==> config.mk <==
export PLATFORM = sky130hd
export DESIGN_NAME = seq_addsub_chunked
export DESIGN_NICKNAME = d
export VERILOG_FILES = /design/src/rtl/seq_addsub_chunked.sv
export SDC_FILE = /design/constraint.sdc
export NUM_CORES = 1
export LEC_CHECK = 0
export BUFFER_PORTS_ARGS = -buffer_cell sky130_fd_sc_hd__clkbuf_2
export CAP_MARGIN = 25
export CORE_UTILIZATION = 39
export CTS_BUF_LIST = sky130_fd_sc_hd__clkbuf_8 sky130_fd_sc_hd__clkbuf_16
export DETAILED_ROUTE_END_ITERATION = 12
export HOLD_SLACK_MARGIN = 0.03
export PLACE_DENSITY_LB_ADDON = 0.3
export SETUP_SLACK_MARGIN = 0.1
export SYNTH_ARGS = -nofsm -noshare
export SYNTH_HDL_FRONTEND = slang
export SYNTH_SLANG_ARGS = --single-unit
==> constraint.sdc <==
create_clock -name clk -period 2.2 [get_ports clk]
set_clock_uncertainty 0.05 [all_clocks]
set_input_delay 0.44 -clock clk [delete_from_list [all_inputs] [get_ports clk]]
set_output_delay 0.44 -clock clk [all_outputs]
set_load 0.01 [all_outputs]
==> src/rtl/seq_addsub_chunked.sv <==
// Multi-cycle two's-complement adder/subtractor.
// Adds a WIDTH-bit operand pair CHUNK bits per clock, carrying between chunks
// through a register. Valid/ready handshake on both the operand and result side.
// WIDTH must be a multiple of CHUNK and at least 2.
module seq_addsub_chunked #(
    parameter int unsigned WIDTH = 16,
    parameter int unsigned CHUNK = 4
) (
    input  logic             clk,
    input  logic             rst_n,
    input  logic             i_in_valid,
    output logic             o_in_ready,
    input  logic [WIDTH-1:0] i_a,
    input  logic [WIDTH-1:0] i_b,
    input  logic             i_sub,
    output logic             o_out_valid,
    input  logic             i_out_ready,
    output logic [WIDTH-1:0] o_sum,
    output logic             o_carryout,
    output logic             o_overflow,
    output logic             o_zero
);

    localparam int unsigned NCH = WIDTH / CHUNK;
    localparam int unsigned IW  = (NCH > 1) ? $clog2(NCH) : 1;
    localparam logic [IW-1:0] LAST_IDX = IW'(NCH - 1);

    typedef enum logic [1:0] {
        StIdle,
        StRun,
        StDone
    } state_e;

    state_e           r_state;
    logic [WIDTH-1:0] r_a;         // shifted right one chunk per RUN cycle
    logic [WIDTH-1:0] r_b;         // already inverted for subtract
    logic             r_carry;
    logic [IW-1:0]    r_idx;
    logic [WIDTH-1:0] r_acc;       // partial sum, filled from the top down
    logic [WIDTH-1:0] r_sum;
    logic             r_carryout;
    logic             r_overflow;
    logic             r_zero;
    logic             r_in_ready;
    logic             r_out_valid;

    logic [CHUNK:0]         w_chunk;
    logic                   w_c_msb;
    logic [WIDTH+CHUNK-1:0] w_cat;
    logic [WIDTH-1:0]       w_acc_next;
    logic                   w_last;

    // Chunk adder on the low chunk of the shifting operand registers.
    always_comb begin
        w_chunk    = {1'b0, r_a[CHUNK-1:0]} + {1'b0, r_b[CHUNK-1:0]} + (CHUNK+1)'(r_carry);
        // Carry into the chunk's top bit, recovered from that bit's sum and inputs.
        w_c_msb    = w_chunk[CHUNK-1] ^ r_a[CHUNK-1] ^ r_b[CHUNK-1];
        w_cat      = {w_chunk[CHUNK-1:0], r_acc};
        w_acc_next = w_cat[WIDTH+CHUNK-1:CHUNK];
        w_last     = (r_idx == LAST_IDX);
    end

    // Control FSM with registered handshake and result outputs.
    always_ff @(posedge clk or negedge rst_n) begin
        if (!rst_n) begin
            r_state     <= StIdle;
            r_a         <= '0;
            r_b         <= '0;
            r_carry     <= 1'b0;
            r_idx       <= '0;
            r_acc       <= '0;
            r_sum       <= '0;
            r_carryout  <= 1'b0;
            r_overflow  <= 1'b0;
            r_zero      <= 1'b0;
            r_in_ready  <= 1'b1;
            r_out_valid <= 1'b0;
        end else begin
            unique case (r_state)
                StIdle: begin
                    if (i_in_valid) begin
                        r_a        <= i_a;
                        r_b        <= i_sub ? ~i_b : i_b;
                        r_carry    <= i_sub;
                        r_idx      <= '0;
                        r_in_ready <= 1'b0;
                        r_state    <= StRun;
                    end
                end
                StRun: begin
                    r_a     <= r_a >> CHUNK;
                    r_b     <= r_b >> CHUNK;
                    r_acc   <= w_acc_next;
                    r_carry <= w_chunk[CHUNK];
                    r_idx   <= r_idx + IW'(1);
                    if (w_last) begin
                        // Result registers only change here, so observers never see a partial sum.
                        r_sum       <= w_acc_next;
                        r_carryout  <= w_chunk[CHUNK];
                        r_overflow  <= w_chunk[CHUNK] ^ w_c_msb;
                        r_zero      <= (w_acc_next == '0);
                        r_out_valid <= 1'b1;
                        r_state     <= StDone;
                    end
                end
                StDone: begin
                    if (i_out_ready) begin
                        r_out_valid <= 1'b0;
                        r_in_ready  <= 1'b1;
                        r_state     <= StIdle;
                    end
                end
                default: begin
                    r_state     <= StIdle;
                    r_in_ready  <= 1'b1;
                    r_out_valid <= 1'b0;
                end
            endcase
        end
    end

    assign o_in_ready  = r_in_ready;
    assign o_out_valid = r_out_valid;
    assign o_sum       = r_sum;
    assign o_carryout  = r_carryout;
    assign o_overflow  = r_overflow;
    assign o_zero      = r_zero;

endmodule

# Yosys cells after proc, flatten, opt, wreduce, memory -nomap -nowiden
# Index checks and enable logic that the tools add are counted.
dict set report word_totals {
  n_memories 0
  reg_bits 74
  rom_bits 0
  mem_bits_rw 0
  in_bits 37
  output_inout_bits 21
  wordCells 54
  latchBits 0
}
dict set report op_classes {
  reduce_logical 8
  bitwise_logic 6
  addsub 3
  n_mux 19
  shifts 0
  eq_ne 6
  n_div 0
  mul 0
  order_cmp 0
}
# op n
set ops {}
lappend ops {{one-hot mux 16 bit (2 select lines)} 2}
lappend ops {{2-to-1 mux 16 bit} 3}
lappend ops {{zero test 16 bit} 1}
lappend ops {{NOT 16 bit} 1}
lappend ops {{AND reduction 3 bit} 3}
lappend ops {{2-to-1 mux 2 bit} 4}
lappend ops {{!= test 2 bit (second input constant)} 3}
lappend ops {{one-hot mux 1 bit (3 select lines)} 2}
lappend ops {{one-hot mux 2 bit (3 select lines)} 1}
lappend ops {{adder 4 x 4 -> 5 bit} 1}
lappend ops {{adder 5 x 1 -> 5 bit} 1}
lappend ops {{2-to-1 mux 1 bit} 5}
lappend ops {{equality test 2 bit (second input constant)} 2}
lappend ops {{one-hot mux 2 bit (2 select lines)} 1}
lappend ops {{AND reduction 2 bit} 2}
lappend ops {{bitwise XOR 1 bit} 3}
lappend ops {{adder 2 x 1 -> 2 bit (second input constant)} 1}
lappend ops {{equality test 2 x 1 -> 1 bit (second input constant)} 1}
lappend ops {{zero test 2 bit} 1}
lappend ops {{NOT 1 bit} 2}
lappend ops {{one-hot mux 1 bit (2 select lines)} 1}
lappend ops {{nonzero test 2 bit} 1}

# Longest topological paths before layout
# Gate-level depths: netlist of run 1.
dict set report depth {
  word_depth 5
  ltp_mapped 7
  ltp_nobuf 6
}

# Least setup slack after synthesis of run 1
# No wires, ideal clock.
dict set report synth_timing {
  kind {register to register}
  startpoint {register r_a[0]}
  endpoint {register r_overflow (netlist: o_overflow)}
  stages_incl_launch_ff 7
  setup_slack_ns 0.049
  t_arrival_ns 2.005
  synth_period_minus_slack_ns 2.151
  required_ns 2.055
  setup_time_ns 0.095
  path_cell_list {dfrtp_1 -> fa_1 -> fa_1 -> a21o_1 -> a211oi_1 -> a211oi_1 -> o31ai_1}
}
dict set report synth_via {
  elab_chain_cells 5
}
# element line
set synth_lines {}
lappend synth_lines {{start: declaration} 35} ;# logic [WIDTH-1:0] r_a;
lappend synth_lines {{start signal: assignment} 82} ;# r_a <= i_a;
lappend synth_lines {{start signal: assignment} 91} ;# r_a <= r_a >> CHUNK;
lappend synth_lines {{adder 4 x 4 -> 5 bit *} 55} ;# w_chunk = {1'b0, r_a[CHUNK-1:0]} + {1'b0, r_b[CHUNK-1:0]} + (CHUNK+1)'(r_carry);
lappend synth_lines {{adder 5 x 1 -> 5 bit *} 55}
lappend synth_lines {{bitwise XOR 1 bit (2 in a row)} 57} ;# w_c_msb = w_chunk[CHUNK-1] ^ r_a[CHUNK-1] ^ r_b[CHUNK-1];
lappend synth_lines {{bitwise XOR 1 bit *} 100} ;# r_overflow <= w_chunk[CHUNK] ^ w_c_msb;
lappend synth_lines {{end signal: assignment} 100}
lappend synth_lines {{end: declaration} 42} ;# logic r_overflow;
# Every way passes the cells marked *; elsewhere a longest branch is shown, timed or not.
# A chain may end at the register's enable or synchronous reset.

# Worst setup path in the final report of run 1
dict set report layout_timing {
  startpoint {register r_carry}
  endpoint {register r_overflow (netlist: o_overflow)}
}
dict set report layout_via {
  elab_chain_cells 4
}
# element line
set layout_lines {}
lappend layout_lines {{start: declaration} 37} ;# logic r_carry;
lappend layout_lines {{start signal: assignment} 84} ;# r_carry <= i_sub;
lappend layout_lines {{start signal: assignment} 94} ;# r_carry <= w_chunk[CHUNK];
lappend layout_lines {{adder 5 x 1 -> 5 bit *} 55}
lappend layout_lines {{bitwise XOR 1 bit (2 in a row)} 57}
lappend layout_lines {{bitwise XOR 1 bit *} 100}
# Marked as above.

==> metrics.cfg, run 1 <==
[power]
total_power_w=0.00616
peakVddDrop_mv=0.594
internal_power_w=0.00377
p_leak_nw=1.97
power_frac_seq=0.387
switchingPower_w=0.00239
comb_power_share=0.432
power.density_mw_per_mm2=1480
p_clk_frac=0.181
switching_share=0.388

[synth]
yosys_warnings=0
synth.avg_cell_area_um2=9.88
yosysSeqAreaShare=0.505
ys.flop_type=dfrtp_1
syn_nets=394
yosysMostFrequentCell=dfrtp_1
synthCells=351
synthArstFlopShare=1.00
synth_area_leaders=dfrtp_1, a21oi_1, nor2b_1
ys_ff_latch=70
synth_edf_count=0
yosys.area.top_type=dfrtp_1
syn_area_mm2=0.00347
ys_top_cells_by_count=dfrtp_1, nand2_1, a21oi_1
synth_top_area_frac=0.498
synthDistinctLibCells=34

[timing]
fin_crit_sh=0.961
slew_headroom=0.570
setup_viol=0
finalHoldWorstSlack_ps=257
finalHoldViolCount=0
max_freq_ghz=0.473
finalMaxSlewViolations=0
rsz0062_at_grt=true
period_needed_ps=2110
tightest_slew_ps=643
tns_ps=0

[detailed_routing]
drt_iter0_drc=92
dr.pass1.iters=5
drt-total-wl_um=7860
postRouteAntennaNets=0
drcViolationCount=0
via_per_inst=5.26
vias=2758
wl_per_cell_um=15.0

[hold_path]
hp-class=input port to flip-flop
hp-start=i_out_ready
hold_path_depth=2
min_to=r_state[1]

[setup_path]
rr_startpoint=r_carry
worstPathRequired_ps=2360
cp_max_fo=3
worstRegToRegCells=6
r2r_slack_ps=90
start_kind=flip-flop
cp.arrival_ps=2280
path_class=flip-flop to flip-flop
reg2reg_to=o_overflow
cp-end-kind=flip-flop

[clock_network]
cts_setup_buffers=0
cts_tree=built
cts_buffer_depth=2
clk_latency_ps=340
clock_sinks=70
cts_root_buffer=clkbuf_8
htree_levels=3
cts_inserted_buffers=9
clk_pin_slew_ps=70

[floorplan]
die_h_um=96.3
num_rows=34
io_pins=58
start_util=0.400
coreArea_mm2=0.00868
dieArea_mm2=0.00928
fp.dieW_um=96.3

[grt]
grt_first_pass_wirelength_um=12700
overflow=0
grt_max_degree=28
grt_use_total=0.184
antenna_found_initial=0
grt_pass1_vias=2577

[place]
gp_congestion=0.760
hpwl_um=5440
dp.cells=507
portBuffers=57

[final_layout]
area_delta_synth_final_pct=19.5
drive_gt1_frac=0.264
antenna_cells=0
fin_cells=524
final_nets=454

[flow_run]
cap_viol_max_count=0

[status]
status=finished clean

[cells by family (layout without fill, tap and decap cells)]
| group | count (synthesis) | after routing | share of synthesized area |
|---|---|---|---|
| adder cells (fa/ha/maj) | 6 | 6 | 0.0260 |
| AO/OA/AOI/OAI | 103 | 103 | 0.176 |
| multiplexers | 14 | 14 | 0.0573 |
| flip-flops | 70 | 70 | 0.505 |
| AND/OR/NAND/NOR | 113 | 113 | 0.150 |
| XOR/XNOR | 18 | 18 | 0.0454 |
| buffers and inverters | 27 | 92 | 0.0400 |
[worst max-delay path by stage]
stage                     startpoint          to  depth (start not counted)
after detailed placement      r_a[0]  o_overflow                          6
after floorplan               r_a[0]  o_overflow                          6
after global placement        r_a[0]  o_overflow                          6
after global routing         r_carry  o_overflow                          6
after CTS                     r_a[0]  o_overflow                          6
final                        r_carry  o_overflow                          6
[flip-flops by register name, indices dropped and copies added (netlist names)]
signal,count
o_out_valid,1
o_sum,16
r_carry,1
o_zero,1
o_overflow,1
r_acc,12
r_b,16
r_idx,2
o_carryout,1
o_in_ready,1
r_a,16
r_state,2
[cell type report]
class                      count  area (µm²)
clock buffer                  13         179
sequential                    70        1750
fill                         874        4530
multi-input combinational    254        1610
clock inverter                 3        41.3
tap                          108         135
inverter                       4        15.0
timing repair buffer          72         413
[through the flow]
stage	utilization	area, µm²	setup slack (ps)
final	0.478	4150	86.9
after global routing	0.478	4150	-8.66
after CTS	0.476	4130	123
after detailed placement	0.449	3900	48.6
after global placement	0.449	3900	87.7
after floorplan	-	3480	148
[critical path, cell delays in order (launching register included)]
cell      delay (ps)
dfrtp_1          430
fa_2             430
fa_2             360
a21o_1           210
a211oi_2         270
o211a_1          180
o31ai_2           60
[cells in the final DEF (no fill, tap or decap), types with 2 or more instances in the layout]
cell and n:
a21o_1 2, a21oi_1 39, a22oi_1 12, buf_4 13, clkbuf_2 56, clkbuf_8 13, dfrtp_1 69, fa_2 2
ha_1 4, inv_1 4, mux2_2 3, mux2_4 11, nand2_1 47, nand3_1 2, nor2_1 28, nor2b_1 27
nor2b_2 2, nor4_1 2, o21ai_0 28, o22a_1 7, o22ai_1 7, xnor2_1 13, xor2_1 4
[routing by layer]
layer,vias to the layer above,track usage,part of all wire,wire length (µm)
met3,6,0.0521,0.055,432
met1,1332,0.242,0.45,3540
met5,-,0,0,0
met4,0,0.0441,0.0083,65
li1,1330,-,-,-
met2,90,0.299,0.49,3820
[what timing repair did]
| action | CTS | global route |
|---|---|---|
| hold buffers | 1 | 0 |
| endpoints found under the setup margin | 1 | 2 |
| pin swaps | 1 | 6 |
| endpoints found under the hold margin | 19 | 0 |
| resized for setup | 1 | 4 |
[power groups by stage]
stage	logic (W)	clock network (W)	registers, W
finish	0.00266	0.00111	0.00238
global route	0.00299	0.00120	0.00246
CTS	0.00261	0.00114	0.00238
detailed placement	0.00258	0	0.00240
global placement	0.00251	0	0.00237
floorplan	0.00191	0	0.00230
Power figures use the tool's default switching activity.
==> inputs of run 2 (changes only) <==
- RECOVER_POWER: default -> 100
- SETUP_SLACK_MARGIN: 0.1 -> default
==> run 2 against run 1 <==
Worst hold slack better by 44 ps. Clock-buffer cell count is 1 lower. First-iteration DRC count is 63% higher. Non-clock buffer count is 1 lower. Clock power is 13% lower. Worst setup slack better by 17 ps. Sequential power is 2% lower. Power is 6.4% lower. Die area stayed put. Largest cell class unchanged. Routed wire length is 0.47% higher. Design area is 3.4% lower. Register-to-register slack better by 20 ps.
==> metrics.cfg, run 2 (synthesized netlist as in run 1, its figures left out) <==
[status]
status=finished clean

[hold_path]
hp-class=input port to flip-flop

[detailed_routing]
wl_per_cell_um=15.1
postRouteAntennaNets=0
drcViolationCount=0
via_per_inst=5.20
drt-total-wl_um=7890
drt_iter0_drc=150
vias=2720
dr.pass1.iters=4

[clock_network]
clk_pin_slew_ps=80
cts_setup_buffers=0
htree_levels=3
cts_inserted_buffers=9
clock_sinks=70
cts_root_buffer=clkbuf_8
cts_buffer_depth=2
clk_latency_ps=340
cts_tree=built

[setup_path]
cp_max_fo=2
start_kind=flip-flop
cp.arrival_ps=2300
worstPathRequired_ps=2400
worstPathBufferInverterCount=0
path_cells=fa_2, fa_1, a21o_1, a211oi_2, a211oi_1, o31ai_1
crit_path_top_delay_cell=dfrtp_1
crit_family=adder cells
max_stage_delay_ps=410
cp-end-kind=flip-flop
path_class=flip-flop to flip-flop

[timing]
max_freq_ghz=0.477
slew_headroom=0.222
finalWorstSetupSlack_ps=104
setup_viol=0
period_needed_ps=2100
tightest_slew_ps=1170
finalMaxSlewViolations=0
tns_ps=0
fin_crit_sh=0.953
finalHoldViolCount=0
rsz0062_at_grt=false

[place]
pre_cts_slack_ps=-51.0
placed_area_mm2=0.00388
gp_congestion=0.787
portBuffers=57
hpwl_um=5370

[floorplan]
coreArea_mm2=0.00868
num_rows=34
start_util=0.400
die_h_um=96.3
io_pins=58
dieArea_mm2=0.00928
fp.dieW_um=96.3

[grt]
grt_pass1_vias=2663
overflow=0
grt_use_total=0.187
grt_use_met1=0.246
grt_first_pass_wirelength_um=13000
busiest_layer=met2
met3_usage=0.0427
use_met2=0.301
grt_max_degree=52
antenna_found_initial=0

[final_layout]
final_area_mm2=0.00401
nFillCells=873
final_util=0.462
final_common_cell=dfrtp_1
final_cell_mix=dfrtp_1, nand2_1, a21oi_1
final_nets=453
antenna_cells=0
area_delta_synth_final_pct=15.5
drive_gt1_frac=0.169

[power]
p_leak_nw=1.82
peakVddDrop_mv=0.568
power.density_mw_per_mm2=1440

[flow_run]
cap_viol_max_count=0

[run 2: cell count changes in the layout (fill, tap and decap cells not counted), sizes merged]
cell,previous run,this run
buf,15,9
clkbuf,69,73
bufinv,1,0
clkinv,1,3
[run 2: per-stage QoR]
step / total power, W / hold WS, ps / std cells
6_report: 0.00576 / 300 / 523
2_1_floorplan: 0.00418 / 94.4 / 351
4_1_cts: 0.00598 / 303 / 523
3_5_place_dp: 0.00497 / 382 / 506
5_1_grt: 0.00627 / 301 / 523
3_3_place_gp: 0.00487 / 377 / 506
[run 2: where the power goes]
part	switching [W]	total (W)	internal, W
Sequential	0.000469	0.00234	0.00187
Clock	0.000477	0.000971	0.000494
Combinational	0.00140	0.00245	0.00105
Total	0.00234	0.00576	0.00342
[run 2: final cells by class]
| cell class | instances | area [µm²] | share of cell area |
|---|---|---|---|
| multi-input combinational | 254 | 1550 | 0.387 |
| clock inverter | 4 | 21.3 | 0.00531 |
| sequential | 70 | 1750 | 0.438 |
| inverter | 4 | 15.0 | 0.00375 |
| clock buffer | 12 | 165 | 0.0412 |
| timing repair buffer | 71 | 367 | 0.0915 |
| tap | 108 | 135 | 0.0337 |
[run 2: repair_timing]
action / 4_1_cts / 5_1_grt
resized for setup: 2 / 0
hold buffers: 1 / 0
pin swaps: 0 / 1
hold endpoints to repair: 19 / 0
endpoints found under the setup margin: 1 / 1
[run 2: routing by layer]
layer  vias to the layer above  part of all wire  wire length [µm]
li1                       1325                 -                 -
met1                      1315              0.47              3680
met2                        74              0.48              3820
met3                         6             0.039               305
met4                         0             0.010                82
met5                         -                 0                 0
[run 2: path summary, 6_finish.rpt]
| check | startpoint | end | slack [ps] | cells past startpoint |
|---|---|---|---|---|
| max | r_a[0] | o_overflow | 100 | 6 |
| min | i_out_ready | r_state[1] | 300 | 2 |
| max reg2reg | r_a[0] | o_overflow | 100 | 6 |
| min reg2reg | o_sum[15] | o_sum[15] | 440 | 2 |
| max in group asynchronous | rst_n | o_in_ready | 390 | 3 |
| min in group asynchronous | rst_n | o_sum[13] | 810 | 2 |
